**src/rtl/decode_stage.sv**
```systemverilog
// RV32I decode stage: DEPTH-entry instruction queue feeding a registered decoded bundle.
// Define DECODE_MEXT_EN to accept M-extension (funct7=0000001) R-type ops as legal.
module decode_stage #(
    parameter int XLEN       = 32,
    parameter int DEPTH      = 4,
    parameter int REG_ADDR_W = 5
) (
    input  logic                  clk,
    input  logic                  reset,
    input  logic                  flush,
    input  logic                  in_valid,
    output logic                  in_ready,
    input  logic [31:0]           in_instr,
    input  logic [XLEN-1:0]       in_pc,
    output logic                  out_valid,
    input  logic                  out_ready,
    output logic [XLEN-1:0]       out_pc,
    output logic [6:0]            opcode,
    output logic [REG_ADDR_W-1:0] rd,
    output logic [REG_ADDR_W-1:0] rs1_addr,
    output logic [REG_ADDR_W-1:0] rs2_addr,
    output logic [2:0]            funct3,
    output logic [6:0]            funct7,
    output logic [XLEN-1:0]       imm,
    output logic                  is_alu_op,
    output logic                  is_load,
    output logic                  is_store,
    output logic                  is_branch,
    output logic                  is_jump,
    output logic                  is_lui,
    output logic                  is_auipc,
    output logic                  is_muldiv,
    output logic                  illegal
);

    localparam int PTR_W = $clog2(DEPTH);
    localparam int CNT_W = PTR_W + 1;

    localparam logic [6:0] OP_R      = 7'b0110011;
    localparam logic [6:0] OP_IMM    = 7'b0010011;
    localparam logic [6:0] OP_LOAD   = 7'b0000011;
    localparam logic [6:0] OP_STORE  = 7'b0100011;
    localparam logic [6:0] OP_BRANCH = 7'b1100011;
    localparam logic [6:0] OP_LUI    = 7'b0110111;
    localparam logic [6:0] OP_AUIPC  = 7'b0010111;
    localparam logic [6:0] OP_JAL    = 7'b1101111;
    localparam logic [6:0] OP_JALR   = 7'b1100111;

    typedef struct packed {
        logic [XLEN-1:0]       pc;
        logic [6:0]            opcode;
        logic [REG_ADDR_W-1:0] rd;
        logic [REG_ADDR_W-1:0] rs1;
        logic [REG_ADDR_W-1:0] rs2;
        logic [2:0]            funct3;
        logic [6:0]            funct7;
        logic [XLEN-1:0]       imm;
        logic                  is_alu_op;
        logic                  is_load;
        logic                  is_store;
        logic                  is_branch;
        logic                  is_jump;
        logic                  is_lui;
        logic                  is_auipc;
        logic                  is_muldiv;
        logic                  illegal;
    } bundle_t;

    logic [31:0]      instr_mem_q [DEPTH];
    logic [XLEN-1:0]  pc_mem_q    [DEPTH];
    logic [PTR_W-1:0] rd_ptr_q, rd_ptr_d;
    logic [PTR_W-1:0] wr_ptr_q, wr_ptr_d;
    logic [CNT_W-1:0] count_q, count_d;
    logic             out_valid_q, out_valid_d;
    bundle_t          bundle_q, bundle_d;
    bundle_t          dec;
    logic             push, pop;

    logic [31:0]        head;
    logic [4:0]         rd_f, rs1_f, rs2_f;
    logic [2:0]         f3;
    logic [6:0]         f7;
    logic               use_rd, use_rs1, use_rs2, bad;
    logic signed [31:0] imm32;

    assign in_ready = (count_q != CNT_W'(DEPTH));
    assign push     = in_valid && in_ready;
    assign pop      = (count_q != '0) && (!out_valid_q || out_ready);

    // Combinational decode of the queue head; consumed only when it is popped.
    always_comb begin
        head    = instr_mem_q[rd_ptr_q];
        rd_f    = head[11:7];
        rs1_f   = head[19:15];
        rs2_f   = head[24:20];
        f3      = head[14:12];
        f7      = head[31:25];
        use_rd  = 1'b0;
        use_rs1 = 1'b0;
        use_rs2 = 1'b0;
        bad     = 1'b0;
        imm32   = '0;
        dec     = '0;

        case (head[6:0])
            OP_R: begin
                {use_rd, use_rs1, use_rs2} = 3'b111;
                dec.is_alu_op = 1'b1;
                if (f7 == 7'b0000000) begin
                    bad = 1'b0;
                end else if (f7 == 7'b0100000 && (f3 == 3'b000 || f3 == 3'b101)) begin
                    bad = 1'b0;
`ifdef DECODE_MEXT_EN
                end else if (f7 == 7'b0000001) begin
                    dec.is_muldiv = 1'b1;
`endif
                end else begin
                    bad = 1'b1;
                end
            end
            OP_IMM: begin
                {use_rd, use_rs1} = 2'b11;
                dec.is_alu_op = 1'b1;
                imm32 = {{20{head[31]}}, head[31:20]};
                if (f3 == 3'b001 && f7 != 7'b0000000)
                    bad = 1'b1;
                if (f3 == 3'b101 && f7 != 7'b0000000 && f7 != 7'b0100000)
                    bad = 1'b1;
            end
            OP_LOAD: begin
                {use_rd, use_rs1} = 2'b11;
                dec.is_load = 1'b1;
                imm32 = {{20{head[31]}}, head[31:20]};
                bad   = (f3 == 3'b011) || (f3 == 3'b110) || (f3 == 3'b111);
            end
            OP_STORE: begin
                {use_rs1, use_rs2} = 2'b11;
                dec.is_store = 1'b1;
                imm32 = {{20{head[31]}}, head[31:25], head[11:7]};
                bad   = (f3 > 3'b010);
            end
            OP_BRANCH: begin
                {use_rs1, use_rs2} = 2'b11;
                dec.is_branch = 1'b1;
                imm32 = {{19{head[31]}}, head[31], head[7], head[30:25], head[11:8], 1'b0};
                bad   = (f3 == 3'b010) || (f3 == 3'b011);
            end
            OP_LUI: begin
                use_rd     = 1'b1;
                dec.is_lui = 1'b1;
                imm32      = {head[31:12], 12'b0};
            end
            OP_AUIPC: begin
                use_rd       = 1'b1;
                dec.is_auipc = 1'b1;
                imm32        = {head[31:12], 12'b0};
            end
            OP_JAL: begin
                use_rd      = 1'b1;
                dec.is_jump = 1'b1;
                imm32 = {{11{head[31]}}, head[31], head[19:12], head[20], head[30:21], 1'b0};
            end
            OP_JALR: begin
                {use_rd, use_rs1} = 2'b11;
                dec.is_jump = 1'b1;
                imm32 = {{20{head[31]}}, head[31:20]};
                bad   = (f3 != 3'b000);
            end
            default: bad = 1'b1;
        endcase

        // Register fields beyond the architectural file (RV32E) make the op illegal.
        if ((use_rd  && ((rd_f  >> REG_ADDR_W) != 5'd0)) ||
            (use_rs1 && ((rs1_f >> REG_ADDR_W) != 5'd0)) ||
            (use_rs2 && ((rs2_f >> REG_ADDR_W) != 5'd0)))
            bad = 1'b1;

        dec.pc     = pc_mem_q[rd_ptr_q];
        dec.opcode = head[6:0];
        dec.rd     = rd_f[REG_ADDR_W-1:0];
        dec.rs1    = rs1_f[REG_ADDR_W-1:0];
        dec.rs2    = rs2_f[REG_ADDR_W-1:0];
        dec.funct3 = f3;
        dec.funct7 = f7;
        dec.imm    = XLEN'(imm32);

        if (bad) begin
            dec.is_alu_op = 1'b0;
            dec.is_load   = 1'b0;
            dec.is_store  = 1'b0;
            dec.is_branch = 1'b0;
            dec.is_jump   = 1'b0;
            dec.is_lui    = 1'b0;
            dec.is_auipc  = 1'b0;
            dec.is_muldiv = 1'b0;
            dec.imm       = '0;
            dec.illegal   = 1'b1;
        end
    end

    always_comb begin
        rd_ptr_d    = rd_ptr_q;
        wr_ptr_d    = wr_ptr_q;
        count_d     = count_q;
        out_valid_d = out_valid_q;
        bundle_d    = bundle_q;

        if (flush) begin
            rd_ptr_d    = '0;
            wr_ptr_d    = '0;
            count_d     = '0;
            out_valid_d = 1'b0;
        end else begin
            if (push)
                wr_ptr_d = wr_ptr_q + PTR_W'(1);
            if (pop)
                rd_ptr_d = rd_ptr_q + PTR_W'(1);
            count_d = count_q + CNT_W'(push) - CNT_W'(pop);
            if (pop) begin
                out_valid_d = 1'b1;
                bundle_d    = dec;
            end else if (out_ready) begin
                out_valid_d = 1'b0;
            end
        end
    end

    always_ff @(posedge clk or posedge reset) begin
        if (reset) begin
            rd_ptr_q    <= '0;
            wr_ptr_q    <= '0;
            count_q     <= '0;
            out_valid_q <= 1'b0;
            bundle_q    <= '0;
        end else begin
            rd_ptr_q    <= rd_ptr_d;
            wr_ptr_q    <= wr_ptr_d;
            count_q     <= count_d;
            out_valid_q <= out_valid_d;
            bundle_q    <= bundle_d;
        end
    end

    // Queue storage needs no reset: count_q alone defines which entries are live.
    always_ff @(posedge clk) begin
        if (push && !flush) begin
            instr_mem_q[wr_ptr_q] <= in_instr;
            pc_mem_q[wr_ptr_q]    <= in_pc;
        end
    end

    assign out_valid = out_valid_q;
    assign out_pc    = bundle_q.pc;
    assign opcode    = bundle_q.opcode;
    assign rd        = bundle_q.rd;
    assign rs1_addr  = bundle_q.rs1;
    assign rs2_addr  = bundle_q.rs2;
    assign funct3    = bundle_q.funct3;
    assign funct7    = bundle_q.funct7;
    assign imm       = bundle_q.imm;
    assign is_alu_op = bundle_q.is_alu_op;
    assign is_load   = bundle_q.is_load;
    assign is_store  = bundle_q.is_store;
    assign is_branch = bundle_q.is_branch;
    assign is_jump   = bundle_q.is_jump;
    assign is_lui    = bundle_q.is_lui;
    assign is_auipc  = bundle_q.is_auipc;
    assign is_muldiv = bundle_q.is_muldiv;
    assign illegal   = bundle_q.illegal;

endmodule

```
**config.mk**
```make
export PLATFORM = sky130hd
export DESIGN_NAME = decode_stage
export DESIGN_NICKNAME = d
export VERILOG_FILES = /design/src/rtl/decode_stage.sv
export SDC_FILE = /design/constraint.sdc
export NUM_CORES = 1
export LEC_CHECK = 0
export CORE_ASPECT_RATIO = 0.6
export CORE_UTILIZATION = 29
export DETAILED_ROUTE_END_ITERATION = 12
export SLEW_MARGIN = 25
export SYNTH_ARGS = -nofsm -noshare
export SYNTH_HDL_FRONTEND = slang
export SYNTH_SLANG_ARGS = --single-unit
export TNS_END_PERCENT = 20
```
**constraint.sdc**
```tcl
create_clock -name clk -period 3.8 [get_ports clk]
set_input_delay 0.95 -clock clk [delete_from_list [all_inputs] [get_ports clk]]
set_output_delay 0.95 -clock clk [all_outputs]
set_load 0.005 [all_outputs]
```
Word level (Yosys, flattened, before mapping):

Memory sizes are Yosys's and may differ from the RTL's. A register that Yosys moved wholly into a read port is not among the register bits.
Cells that the tools add are included.

* mux-type cells: 24
* bitwise operators: 1
* $mul: 0
* add/sub/neg operators: 4
* $lt $le $gt $ge: 1
* div/mod/pow operators: 0
* reductions and logical operators: 28
* shifts and indexed selects: 0
* equal/unequal tests: 18

Operators with widths (count)
* $pmux 32 s5: 1
* $mux 41: 1
* $eq 7x6->1 const B: 4
* $eq 7x7->1 const B: 3
* $mux 1: 16
* $eq 7x5->1 const B: 2
* $eq 3x3->1 const B: 3
* $reduce_bool 3->1: 3
* $mux 2: 4
* $eq 7x2->1 const B: 1
* $logic_and 1x1->1: 7
* $logic_not 7->1: 1
* $ne 7x6->1 const B: 1
* $pmux 1 s7: 1
* $reduce_bool 7->1: 1
* $eq 3x2->1 const B: 2
* $reduce_or 2->1: 3
* $reduce_or 3->1: 2
* $logic_or 1x1->1: 5
* $add 2x1->2 const B: 2
* $reduce_bool 2->1: 2
* $add 3x1->3: 1
* $eq 3x1->1 const B: 1
* $gt 3x2->1 const B: 1
* 7 further kinds: 8

* output and inout bits: 107
* bits in read-only memories: 0
* word-level logic and storage cells: 98
* register bits after elaboration: 81
* bits of input ports: 69
* memories: 2
* latch bits: 0
* bits in writable memories: 256

Memory list
* instr_mem_q: words 4, bits a word 32, rd ports 1, clocked after Yosys merged registers in 0, wr ports 1, line 69 `logic [31:0] instr_mem_q [DEPTH];`
* pc_mem_q: words 4, bits a word 32, rd ports 1, clocked after Yosys merged registers in 1, wr ports 1, line 70 `logic [XLEN-1:0] pc_mem_q [DEPTH];`

Depth between registers and ports, before layout:

An unclocked memory read counts as a cell.

* depth in word-level cells: 8
* gate-level depth with buffers: 10
* mapped depth without buffers: 10

Worst setup path before layout:

No wires, ideal clock.

* kind: input to register
* from: input port flush
* to: memory instr_mem_q[0][0], enable pin
* arrival: 2.838 ns
* setup slack: 0.533 ns
* buffers on the path: 1
* required time: 3.371 ns
* library setup time: 0.429 ns
* cell stages on the path: 3
* path through: clkbuf_1 nor2_1 and2_1

* longest elaborated chain between the ends: 4

RTL lines
* start: declaration: line 10 `input logic flush,`
* $logic_not 1->1: line 246 `if (push && !flush) begin`
* $logic_and 1x1->1: line 246
* $mux 1: line 246
* $mux 1 (not written as such): line 247 `instr_mem_q[wr_ptr_q] <= in_instr;`
* end: declaration: line 69

Every way passes these cells.

Worst setup path after layout:

* from: register rd_ptr_q[0]
* to: register bundle_q, in the netlist imm[2]

* longest elaborated chain between the ends: 8
* elaborated cells between the ends (all ways): 41
* those cells by class: 1 x order compare; 17 x eq/ne; 7 x mux; 15 x reduce/logical; 1 x memory

RTL lines
* start: declaration: line 71 `logic [PTR_W-1:0] rd_ptr_q, rd_ptr_d;`
* start signal: assignment: line 236 `rd_ptr_q <= rd_ptr_d;`
* $mem_v2 4x32 (*)
* $eq 3x3->1 / $logic_not 3->1 (equally long branches): line 111, 127
* $logic_or 1x1->1: line 111 `end else if (f7 == 7'b0100000 && (f3 == 3'b000 || f3 == 3'b101)) begin`
* $logic_and 1x1->1: line 111
* $mux 1: line 111
* $mux 1: line 109 `if (f7 == 7'b0000000) begin`
* $pmux 1 s7: line 105 `case (head[6:0])`
* $mux 41 (*): line 187 `if (bad) begin`
* end signal: assignment: line 240 `bundle_q <= bundle_d;`
* end: declaration: line 75 `bundle_t bundle_q, bundle_d;`

Mark *: on every way between the ends. The rest lies on a longest branch, timed or not.
A chain may end at the register's enable or synchronous reset.

==> impl_metrics.yaml <==
floorplan:
  ios: 176
  dieArea_um2: 50600
  die_h_um: 175
  initial_core_util: 0.297
  core_um2: 48400
  fp-row-count: 62
  die_width_um: 290
sta:
  period_share: 0.837
  finalSetupTns_ns: 0
  fmax_mhz: 314
  holdWs_ns: 0.473
  final.min_clock_period_ns: 3.18
  hold_viol: 0
  fin_skew_ns: 0.0175
  relSlewSlack: 0.434
  drv_slew: 0
  rsz0062_at_grt: "false"
  report.final.setup_viol: 0
  timing.final.ws_setup_ns: 0.618
  worstMarginPinSlew_ns: 0.848
layout:
  nets: 1160
  syn2layout_area_growth_pct: 27.2
  fin_area_um2: 18300
  utilization: 0.378
  drive_above_1_share: 0.163
  fillers: 4539
  layoutNonFillerInstCount: 1756
clocking:
  cts_tree: "done"
  hold_buffers: 0
  cts_setup_buffers: 0
  cts_sinks: 368
  cts_root_buffer: "clkbuf_16"
  cts_buffer_depth: 3
  insertion_delay_ns: 0.54
  path_clk_slew_ns: 0.06
  cts_buffers: 37
  h-tree-depth: 2
  post_cts_resize_count: 0
power_and_ir_drop:
  switchingPower_mw: 3.65
  p_clk_frac: 0.304
  ir_drop_mv: 0.289
  switching_share: 0.296
  leakage_nw: 6.62
  intPower_mw: 8.69
  p_per_area_nw_per_um2: 674
  power.total_mw: 12.3
  combPwrFrac: 0.276
  seqPwrFrac: 0.420
yosys:
  syn_nets: 970
  synth_ff_type: "edfxtp_1"
  yosysWarningCount: 0
  synth_area_um2: 14400
  syn_inst: 894
  synth_area_leaders: "edfxtp_1 (53%), dfrtp_1 (19%), mux4_2 (9.7%)"
  ys_seq_elements: 368
  synth.top_cell.area_share: 0.534
  async_reset_ff_frac: 0.304
  ys_seq_area_frac: 0.729
  syn_area_per_cell_um2: 16.1
  synth_area_leader_cell: "edfxtp_1"
  synth_enable_flop_cells: 256
  synth.most_common_cell: "edfxtp_1"
  netlist-cell-type-count: 57
  synthTopCellsByCount: "edfxtp_1 (256), nand2_1 (236), dfrtp_1 (112)"
grt:
  grt_max_degree: 113
  grt.overflow.total: 0
  grt_first_pass_wirelength_mm: 54.4
  gr-usage-all-layers: 0.144
  grt_antenna_before_repair: 8
  grt_pass1_vias: 8441
critical_path:
  cp.arrival_ns: 3.59
  worstSetupEndpointType: "register"
  path_max_fanout: 15
  cp.required_ns: 4.20
  start_kind: "register"
  critical_path_class: "register to register"
placement:
  dp_hpwl_mm: 23.2
  place.gp.congestion: 0.805
  post_dp_cell_area_um2: 17100
  place_ws_ns: 0.610
  numPortBuffers: 174
  dpl.cell_count: 1685
drt:
  route.vias.total: 8249
  wl_mm: 36.0
  ant_nets: 0
  via_per_inst: 4.70
  route.detailed.drc: 0
  drt-pass1-iter-count: 5
  drtIter0Drc: 570
  wl_per_cell_um: 20.5
status:
  run_status: "finished, final reports clean"
flow_run:
  cap_violations: 0
hold_path:
  hp-class: "register to register"
[flip-flops by register name, indices dropped and copies added (netlist names), 5 cells and up]
register / flops
funct7: 7
rd: 5
pc_mem_q: 128
imm: 32
out_pc: 32
rs2_addr: 5
instr_mem_q: 128
opcode: 7
rs1_addr: 5
[power groups by stage]
stage	Combinational (mW)	Sequential, mW	Clock, mW
floorplan	1.90	5.18	0
global placement	3.43	5.26	0
detailed placement	3.45	5.27	0
CTS	3.46	5.20	3.86
global route	3.74	5.25	4.01
finish	3.41	5.18	3.75
[placed cells by master (no fill, tap or decap), drive strengths merged, types with 2 or more instances in the layout]
master,Yosys,layout
edfxtp,256,256
nand2,236,236
clkdlybuf4s50,0,174
dfrtp,112,112
mux4,64,64
clkbuf,26,46
buf,27,30
o21ai,21,21
o41ai,21,21
inv,16,20
a21oi,16,16
o31ai,16,16
nor2,15,15
clkinv,0,11
ha,6,6
nor2b,6,6
nand3,5,5
bufinv,0,5
nand2b,5,5
xnor2,4,4
and2,4,4
diode,0,3
nor3,3,3
a22o,3,3
nor4,3,3
clkinvlp,0,2
a22oi,2,2
nor3b,2,2
o31a,2,2
a31oi,2,2
o211ai,2,2
[worst paths after layout]
kind	start	slack, ns	cells past startpoint	to
worst min-delay path	funct7[2]	0.47	2	funct7[2]
max in group asynchronous	reset	2.25	3	out_pc[12]
worst max register to register	rd_ptr_q[0]	0.62	8	imm[2]
worst min register to register	funct7[2]	0.47	2	funct7[2]
worst max-delay path	rd_ptr_q[0]	0.62	8	imm[2]
min in group asynchronous	reset	0.86	3	opcode[4]
[worst max-delay path, stage by stage (launching register included)]
cell and delay, ns:
dfrtp_4 0.62, mux4_1 0.62, buf_4 0.21, nand4b_1 0.18
o32ai_2 0.12, or2_2 0.32, o21ai_2 0.63, buf_12 0.23
o41ai_2 0.09
[metal layers]
layer | routed length [µm] | global-route usage | vias up | share of wire
li1 | - | - | 3730 | -
met1 | 16600 | 0.208 | 4245 | 0.46
met2 | 16300 | 0.215 | 224 | 0.45
met3 | 2640 | 0.0457 | 44 | 0.073
met4 | 409 | 0.0260 | 6 | 0.011
met5 | 30 | 0 | - | 0.00083
[logic make-up (layout without fill, tap and decap cells)]
logic type,Yosys count,in the layout,synth area share
other cells,1,4,0.000260
compound gates,92,92,0.0532
buf+inv,69,288,0.0227
fa+ha+maj,7,7,0.00660
xor+xnor,5,5,0.00304
mux,65,65,0.101
flops,368,368,0.729
simple gates,287,287,0.0843
[cell type report]
cell class / instances / area (µm²) / share of cell area
Antenna cell: 3 / 7.51 / 0.000410
Tap cell: 640 / 801 / 0.0437
Clock buffer: 46 / 980 / 0.0535
Clock inverter: 22 / 263 / 0.0144
Inverter: 16 / 63.8 / 0.00349
Multi-Input combinational cell: 457 / 3610 / 0.197
Sequential cell: 368 / 10500 / 0.573
Timing Repair Buffer: 204 / 2090 / 0.114
Power figures use the tool's default switching activity.
